===== src/rtl/gray_conv.sv =====
// gray_conv: frame-sequential RGB to 8-bit luma converter.
// For each pixel 0..IMAGE_SIZE-1 it fetches R/G/B from an upstream frame
// buffer with a four-phase req/ack handshake. It computes
// (77*R + 150*G + 29*B) >> 8 and offers the result downstream on a second
// four-phase handshake. A one-cycle frame_done pulse closes each frame.
// Optional build macro GRAY_THRESH_EN: the converter emits a binary image,
// 255 when luma >= THRESHOLD and 0 otherwise, with identical timing.
module gray_conv #(
    parameter int IMAGE_SIZE = 16384,
    parameter int THRESHOLD  = 128
) (
    input  logic        clk,
    input  logic        reset,
    input  logic        start,
    output logic        fb_req,
    input  logic        fb_ack,
    input  logic [7:0]  pixel_a_in,
    input  logic [7:0]  pixel_b_in,
    input  logic [7:0]  pixel_c_in,
    output logic        out_req,
    input  logic        out_ack,
    output logic [7:0]  pixel_out,
    output logic [13:0] address,
    output logic        frame_done,
    output logic [2:0]  state_out
);

    localparam logic [2:0] ST_IDLE       = 3'd0;
    localparam logic [2:0] ST_FETCH_REQ  = 3'd1;
    localparam logic [2:0] ST_FETCH_WAIT = 3'd2;
    localparam logic [2:0] ST_CALC       = 3'd3;
    localparam logic [2:0] ST_SEND_REQ   = 3'd4;
    localparam logic [2:0] ST_SEND_WAIT  = 3'd5;
    localparam logic [2:0] ST_DONE       = 3'd6;

    localparam logic [13:0] LAST_ADDR = 14'(IMAGE_SIZE - 1);

    logic [2:0]  state_q, state_d;
    logic        fb_req_q, fb_req_d;
    logic        out_req_q, out_req_d;
    logic [7:0]  pix_q, pix_d;
    logic [13:0] address_q, address_d;
    logic        frame_done_q, frame_done_d;
    logic [7:0]  rgb_q [3];
    logic [7:0]  rgb_d [3];

    logic [15:0] term [3];
    logic [15:0] gray_sum;
    logic [7:0]  gray_val;
    logic [7:0]  pix_calc;

    // The threshold is an 8-bit level. An out-of-range value leaves this
    // marker block in the elaborated hierarchy, where it is easy to spot.
    if ((THRESHOLD < 0) || (THRESHOLD > 255)) begin : g_threshold_out_of_range
    end

    // Weighted channel terms: R*77, G*150, B*29. The weights sum to 256,
    // so the 16-bit total peaks at 65280 and cannot overflow.
    for (genvar gi = 0; gi < 3; gi++) begin : g_term
        localparam logic [15:0] WEIGHT = (gi == 0) ? 16'd77 :
                                         ((gi == 1) ? 16'd150 : 16'd29);
        assign term[gi] = {8'd0, rgb_q[gi]} * WEIGHT;
    end

    assign gray_sum = term[0] + term[1] + term[2];
    assign gray_val = 8'(gray_sum >> 8);

`ifdef GRAY_THRESH_EN
    assign pix_calc = (gray_val >= 8'(THRESHOLD)) ? 8'hFF : 8'h00;
`else
    assign pix_calc = gray_val;
`endif

    // Next-state, address, channel latch and result register logic
    always_comb begin
        state_d   = state_q;
        address_d = address_q;
        pix_d     = pix_q;
        for (int i = 0; i < 3; i++) begin
            rgb_d[i] = rgb_q[i];
        end

        case (state_q)
            ST_IDLE: begin
                if (start) begin
                    state_d   = ST_FETCH_REQ;
                    address_d = 14'd0;
                end
            end
            ST_FETCH_REQ: begin
                // An acknowledge that is already high on entry counts.
                if (fb_ack) begin
                    rgb_d[0] = pixel_a_in;
                    rgb_d[1] = pixel_b_in;
                    rgb_d[2] = pixel_c_in;
                    state_d  = ST_FETCH_WAIT;
                end
            end
            ST_FETCH_WAIT: begin
                if (!fb_ack) begin
                    state_d = ST_CALC;
                end
            end
            ST_CALC: begin
                pix_d   = pix_calc;
                state_d = ST_SEND_REQ;
            end
            ST_SEND_REQ: begin
                if (out_ack) begin
                    state_d = ST_SEND_WAIT;
                end
            end
            ST_SEND_WAIT: begin
                if (!out_ack) begin
                    if (address_q == LAST_ADDR) begin
                        state_d = ST_DONE;
                    end else begin
                        address_d = address_q + 14'd1;
                        state_d   = ST_FETCH_REQ;
                    end
                end
            end
            ST_DONE: begin
                address_d = 14'd0;
                state_d   = ST_IDLE;
            end
            default: begin
                state_d = ST_IDLE;
            end
        endcase
    end

    // Handshake and status outputs, registered so that they never glitch
    always_comb begin
        // fb_req rises one cycle after FETCH_REQ is entered. This gives the
        // new address a full cycle at the frame buffer before the request.
        // It falls on the edge that takes the acknowledge.
        fb_req_d     = (state_q == ST_FETCH_REQ) && (state_d == ST_FETCH_REQ);
        out_req_d    = (state_d == ST_SEND_REQ);
        frame_done_d = (state_d == ST_DONE);
    end

    // State and datapath registers with asynchronous active-low reset
    always_ff @(posedge clk or negedge reset) begin
        if (!reset) begin
            state_q      <= ST_IDLE;
            fb_req_q     <= 1'b0;
            out_req_q    <= 1'b0;
            pix_q        <= 8'd0;
            address_q    <= 14'd0;
            frame_done_q <= 1'b0;
            for (int i = 0; i < 3; i++) begin
                rgb_q[i] <= 8'd0;
            end
        end else begin
            state_q      <= state_d;
            fb_req_q     <= fb_req_d;
            out_req_q    <= out_req_d;
            pix_q        <= pix_d;
            address_q    <= address_d;
            frame_done_q <= frame_done_d;
            for (int i = 0; i < 3; i++) begin
                rgb_q[i] <= rgb_d[i];
            end
        end
    end

    assign fb_req     = fb_req_q;
    assign out_req    = out_req_q;
    assign pixel_out  = pix_q;
    assign address    = address_q;
    assign frame_done = frame_done_q;
    assign state_out  = state_q;

endmodule


===== config.mk =====
export PLATFORM = sky130hd
export DESIGN_NAME = gray_conv
export DESIGN_NICKNAME = d
export VERILOG_FILES = /design/src/rtl/gray_conv.sv
export SDC_FILE = /design/constraint.sdc
export NUM_CORES = 1
export LEC_CHECK = 0
export ABC_AREA = 1
export ABC_CLOCK_PERIOD_IN_PS = 14100
export CAP_MARGIN = 40
export CELL_PAD_IN_SITES_DETAIL_PLACEMENT = 0
export CELL_PAD_IN_SITES_GLOBAL_PLACEMENT = 2
export CORE_MARGIN = 4
export CORE_UTILIZATION = 38
export CTS_CLUSTER_DIAMETER = 50
export CTS_CLUSTER_SIZE = 16
export DETAILED_ROUTE_END_ITERATION = 10
export GPL_ROUTABILITY_DRIVEN = 0
export PLACE_DENSITY_LB_ADDON = 0.08
export SLEW_MARGIN = 25
export SYNTH_ARGS = -nofsm -noshare
export SYNTH_HDL_FRONTEND = slang
export SYNTH_SLANG_ARGS = --single-unit

===== constraint.sdc =====
create_clock -name clk -period 14.1 [get_ports clk]
set_clock_uncertainty 0.15 [all_clocks]
set_input_delay 2.82 -clock clk [delete_from_list [all_inputs] [get_ports clk]]
set_output_delay 2.82 -clock clk [all_outputs]
set_load 0.05 [all_outputs]

Word-level counts from Yosys, hierarchy flattened
Cells that the tools add are included.
Storage, ports and cells
  register bits: 52
  input port bits: 29
  output and inout port bits: 28
  word-level logic and storage cells: 44
Operators by class
  add/sub/neg operators: 3
  $mul: 3
  equality and inequality tests: 13
  mux-type cells: 11
  reductions and logical operators: 5
Operator list (count)
  $mux 14: 3
  $pmux 14 s3: 1
  $mul 8x7->15 const B: 2
  $mux 3: 6
  $pmux 3 s6: 1
  $add 15x16->16: 1
  $add 16x13->16: 1
  $eq 3x3->1 const B: 5
  $add 14x1->14 const B: 1
  $eq 14x14->1 const B: 1
  $mul 8x5->13 const B: 1
  $eq 3x1->1 const B: 2
  $eq 3x2->1 const B: 2
  $ne 2x2->1 const B: 3
  $reduce_and 4->1: 1
  $logic_not 3->1: 1
  $reduce_bool 3->1: 1
  $reduce_and 2->1: 1
  $logic_and 1x1->1: 1

Depth between registers and ports, before layout
  depth after elaboration: 6
  gate-level depth with buffers: 28
  gate-level depth less buffers: 28

Worst setup path after synthesis
No wires, ideal clock.
  path type: register to register
  from: reg rgb_q[12] in the netlist's numbering
  to: reg pix_q[6] (netlist: pixel_out[6])
  setup time: 118 ps
  data arrival time: 5553 ps
  required time: 13832 ps
  path slack: 8280 ps
  cell stages (with the launch flop): 25
  path buffers: 0
  period minus slack after synthesis: 5820 ps
  cell sequence: dfrtp_1 ha_1 ha_1 inv_1 fa_1 fa_1 inv_1 ha_1 nand2_1 nand2_1 a31oi_1 xnor2_1 ha_1 inv_1 fa_1 fa_1 fa_1 inv_1 ha_1 a21oi_1 o21ai_0 a21oi_1 nand3_1 nand3_1 nand2_1
On the way
  word-level cells in the longest chain between the ends: 3
RTL lines
  from (decl): RTL line 44  | logic [7:0] rgb_q [3];
  from (signal, indexed assignment): RTL line 163  | rgb_q[i] <= rgb_d[i];
  $mul 8x7->15: RTL line 62  | assign term[gi] = {8'd0, rgb_q[gi]} * WEIGHT;
  $add 15x16->16: RTL line 65  | assign gray_sum = term[0] + term[1] + term[2];
  $add 16x13->16: RTL line 65
  to (signal assigned): RTL line 159  | pix_q <= pix_d;
  to (decl): RTL line 41  | logic [7:0] pix_q, pix_d;
Every way passes these cells.
A chain may end at the register's enable or synchronous reset.

Worst setup path in the final report
Ends and elaborated chain as after synthesis.

==> impl_metrics.csv <==
group,metric,value,unit
timing,finalHoldViolCount,0,
logic_synthesis,avgSynthCellArea,8.212,um2
logic_synthesis,synth_top_family_by_area,"adder cells",
detailed_routing,first_iter_violations,196,
cells_and_area,syn2layout_area_growth,15.96,%
clock_network,numCtsBuffers,5,
logic_synthesis,synth_fp_nets,860,
grt,grt_max_degree,53,
timing,max-slew-margin-rel,53.07,%
timing,fmax,0.1640,GHz
detailed_routing,post_drt_wl_per_cell,14.07,um
timing,maxSlewViolCount,0,
die,ios,57,
clock_network,cts_setup_buffers,0,
timing,setup_ws,8003,ps
grt,grt_pass1_vias,4612,
grt,overflow,0,
logic_synthesis,yosys-top-cells-area,"dfrtp_1, fa_1, ha_1",
logic_synthesis,synth_cell_types,32,
clock_network,root_buffer,"clkbuf_16",
grt,antenna_found_initial,0,
timing,rsz0062_at_grt,"no",
worst_setup_path,crit_fanout,5,
logic_synthesis,synth_flop_cell,"dfrtp_1",
run_status,status,"finished, final reports clean",
logic_synthesis,yosys.area.top_type_share,22.93,%
timing,setup_viol_count_final,0,
timing,period_needed,6097,ps
worst_setup_path,cp_data_required_time,14150,ps
placed_design,pre_cts_slack,7966,ps
logic_synthesis,synthAdderAreaFrac,38.15,%
detailed_routing,ant_nets,0,
logic_synthesis,synth_area,5674,um2
worst_setup_path,crit_arrival,6150,ps
logic_synthesis,muxShareOfSynthArea,0,%
logic_synthesis,netlist_instances,691,
cells_and_area,drive_above_1_share,3.733,%
placed_design,portBuffers,56,
clock_network,postCtsHoldBufs,0,
worst_hold_path,min_path_type,"register to register",
detailed_routing,post-route-drc-count,0,
logic_synthesis,synth-simple-area-share,21.46,%
worst_setup_path,cpPeakStageDelay,550,ps
placed_design,post-dp-hpwl,10.85,mm
logic_synthesis,synth_compound_area_share,4.587,%
die,core.rowCount,44,
detailed_routing,via_count,4402,
cells_and_area,nets,918,
clock_network,cts_tree,"built",
die,die_w,130.2,um
logic_synthesis,yosysSeqAreaShare,22.93,%
logic_synthesis,synth-xor-area-share,3.241,%
logic_synthesis,ys_ff_latch,52,
timing,timing.hold.ws,334.2,ps
logic_synthesis,synth-async-reset-ratio,100.0,%
clock_network,clk_pin_slew_worst_paths,80,ps
detailed_routing,vias_per_cell,4.713,
detailed_routing,totalWireLength,13.14,mm
logic_synthesis,synth_top_area_cell,"dfrtp_1",
worst_setup_path,worstSetupStartpointType,"register",
logic_synthesis,synth_edf_count,0,
timing,final.period_utilization,43.24,%
detailed_routing,dr.pass1.iters,4,
worst_setup_path,cp_slowest_cell,"fa_1",
logic_synthesis,yosysWarnings,0,
clock_network,numClockSinks,52,
grt,grt_pass1_wl,22.83,mm
die,core_area,14590,um2
clock_network,cts_max_level,2,
worst_setup_path,end_kind,"register",
worst_setup_path,path_class,"register to register",
job,drv_cap,0,
grt,track_usage,17.03,%
logic_synthesis,yosysMostFrequentCell,"nand2_1",
timing,final.setup.tns,0,ps
die,start_util,38.89,%
clock_network,cts_resized,0,
worst_setup_path,crit_chain,"ha_1 > ha_1 > inv_1 > fa_1 > fa_1 > inv_1 > ha_1 > nand2_1 > nand2_1 > a31oi_1 > xnor2_1 > ha_1 > inv_1 > fa_1 > fa_1 > fa_1 > inv_1 > ha_1 > a21oi_1 > o21ai_0 > a21oi_1 > nand3_1 > nand3_1 > nand2_1",
die,dieArea,16950,um2
timing,worstMarginPinSlew,704.0,ps
logic_synthesis,synth_common_cells,"nand2_1, inv_1, ha_1",
clock_network,clock_path_buffers,2,
cells_and_area,n_antenna_cell,0,
clock_network,clock_latency,310,ps
die,die_y,130.2,um
-- layer usage --
layer	GRT usage, %	part of all wire (%)	vias to the layer above
li1	-	-	2274
met3	2.579	2.7	10
met2	26.07	43	66
met4	4.218	1.3	0
met1	25.30	53	2052
met5	0	0	-
-- critical path: cells and delay by family, from the launching register on --
kind            cells  cell delay (ps)
simple gates        5              370
flops               1              450
xor+xnor            1              140
fa+ha+maj          10             3960
compound gates      4              690
buf+inv             4              200
-- kinds of logic after synthesis --
group                    Yosys count
AND/OR/NAND/NOR                  291
adder cells (fa/ha/maj)          140
XOR/XNOR                          21
flip-flops                        52
buffers and inverters            141
AO/OA/AOI/OAI                     46
-- worst paths after layout --
check | start | endpoint | slack [ps] | cells after the start
worst max-delay path | rgb_q[12] | pixel_out[6] | 8000 | 24
worst min-delay path | pixel_out[4] | pixel_out[4] | 330 | 2
worst max register to register | rgb_q[12] | pixel_out[6] | 8000 | 24
worst min register to register | pixel_out[4] | pixel_out[4] | 330 | 2
max in group asynchronous | reset | address[11] | 10840 | 2
min in group asynchronous | reset | rgb_q[15] | 2490 | 2
-- placed cells by master, fill, tap and decap left out, types with 2 or more instances in the layout --
cell type        count
nand2_1            186
inv_1              129
ha_1                85
fa_1                55
clkdlybuf4s50_1     55
dfrtp_1             52
nand3_1             42
nor2_1              35
a21oi_1             22
xor2_1              15
o21ai_0             13
nand4_1              9
nor3_1               7
xnor2_1              6
clkbuf_16            5
inv_2                4
nand2_2              3
o21ai_2              3
o21bai_1             3
nor2_2               2
or2_2                2
a21o_1               2
nand3b_1             2
buf_4                2
-- flip-flops by register name, indices dropped and copies added (netlist names) --
signal / count
frame_done: 1
address: 14
out_req: 1
rgb_q: 24
state_out: 3
fb_req: 1
pixel_out: 8
-- stage by stage --
step	utilization, %	instance area (um2)	instances
floorplan	-	5674	691
global placement	44.10	6434	926
detailed placement	44.10	6434	926
CTS	45.10	6580	934
global route	45.10	6580	934
finish	45.10	6580	934
-- final cells by class --
cell class | count | area, um2
clock buffer | 5 | 125.1
multi-input combinational | 498 | 3826
clock inverter | 3 | 21.27
timing repair buffer | 58 | 570.5
inverter | 134 | 505.5
sequential | 52 | 1301
fill | 1505 | 8009
tap | 184 | 230.2
Power is not shown: default switching activity piles up to over one toggle a cycle in this logic, so the estimate is an artifact.
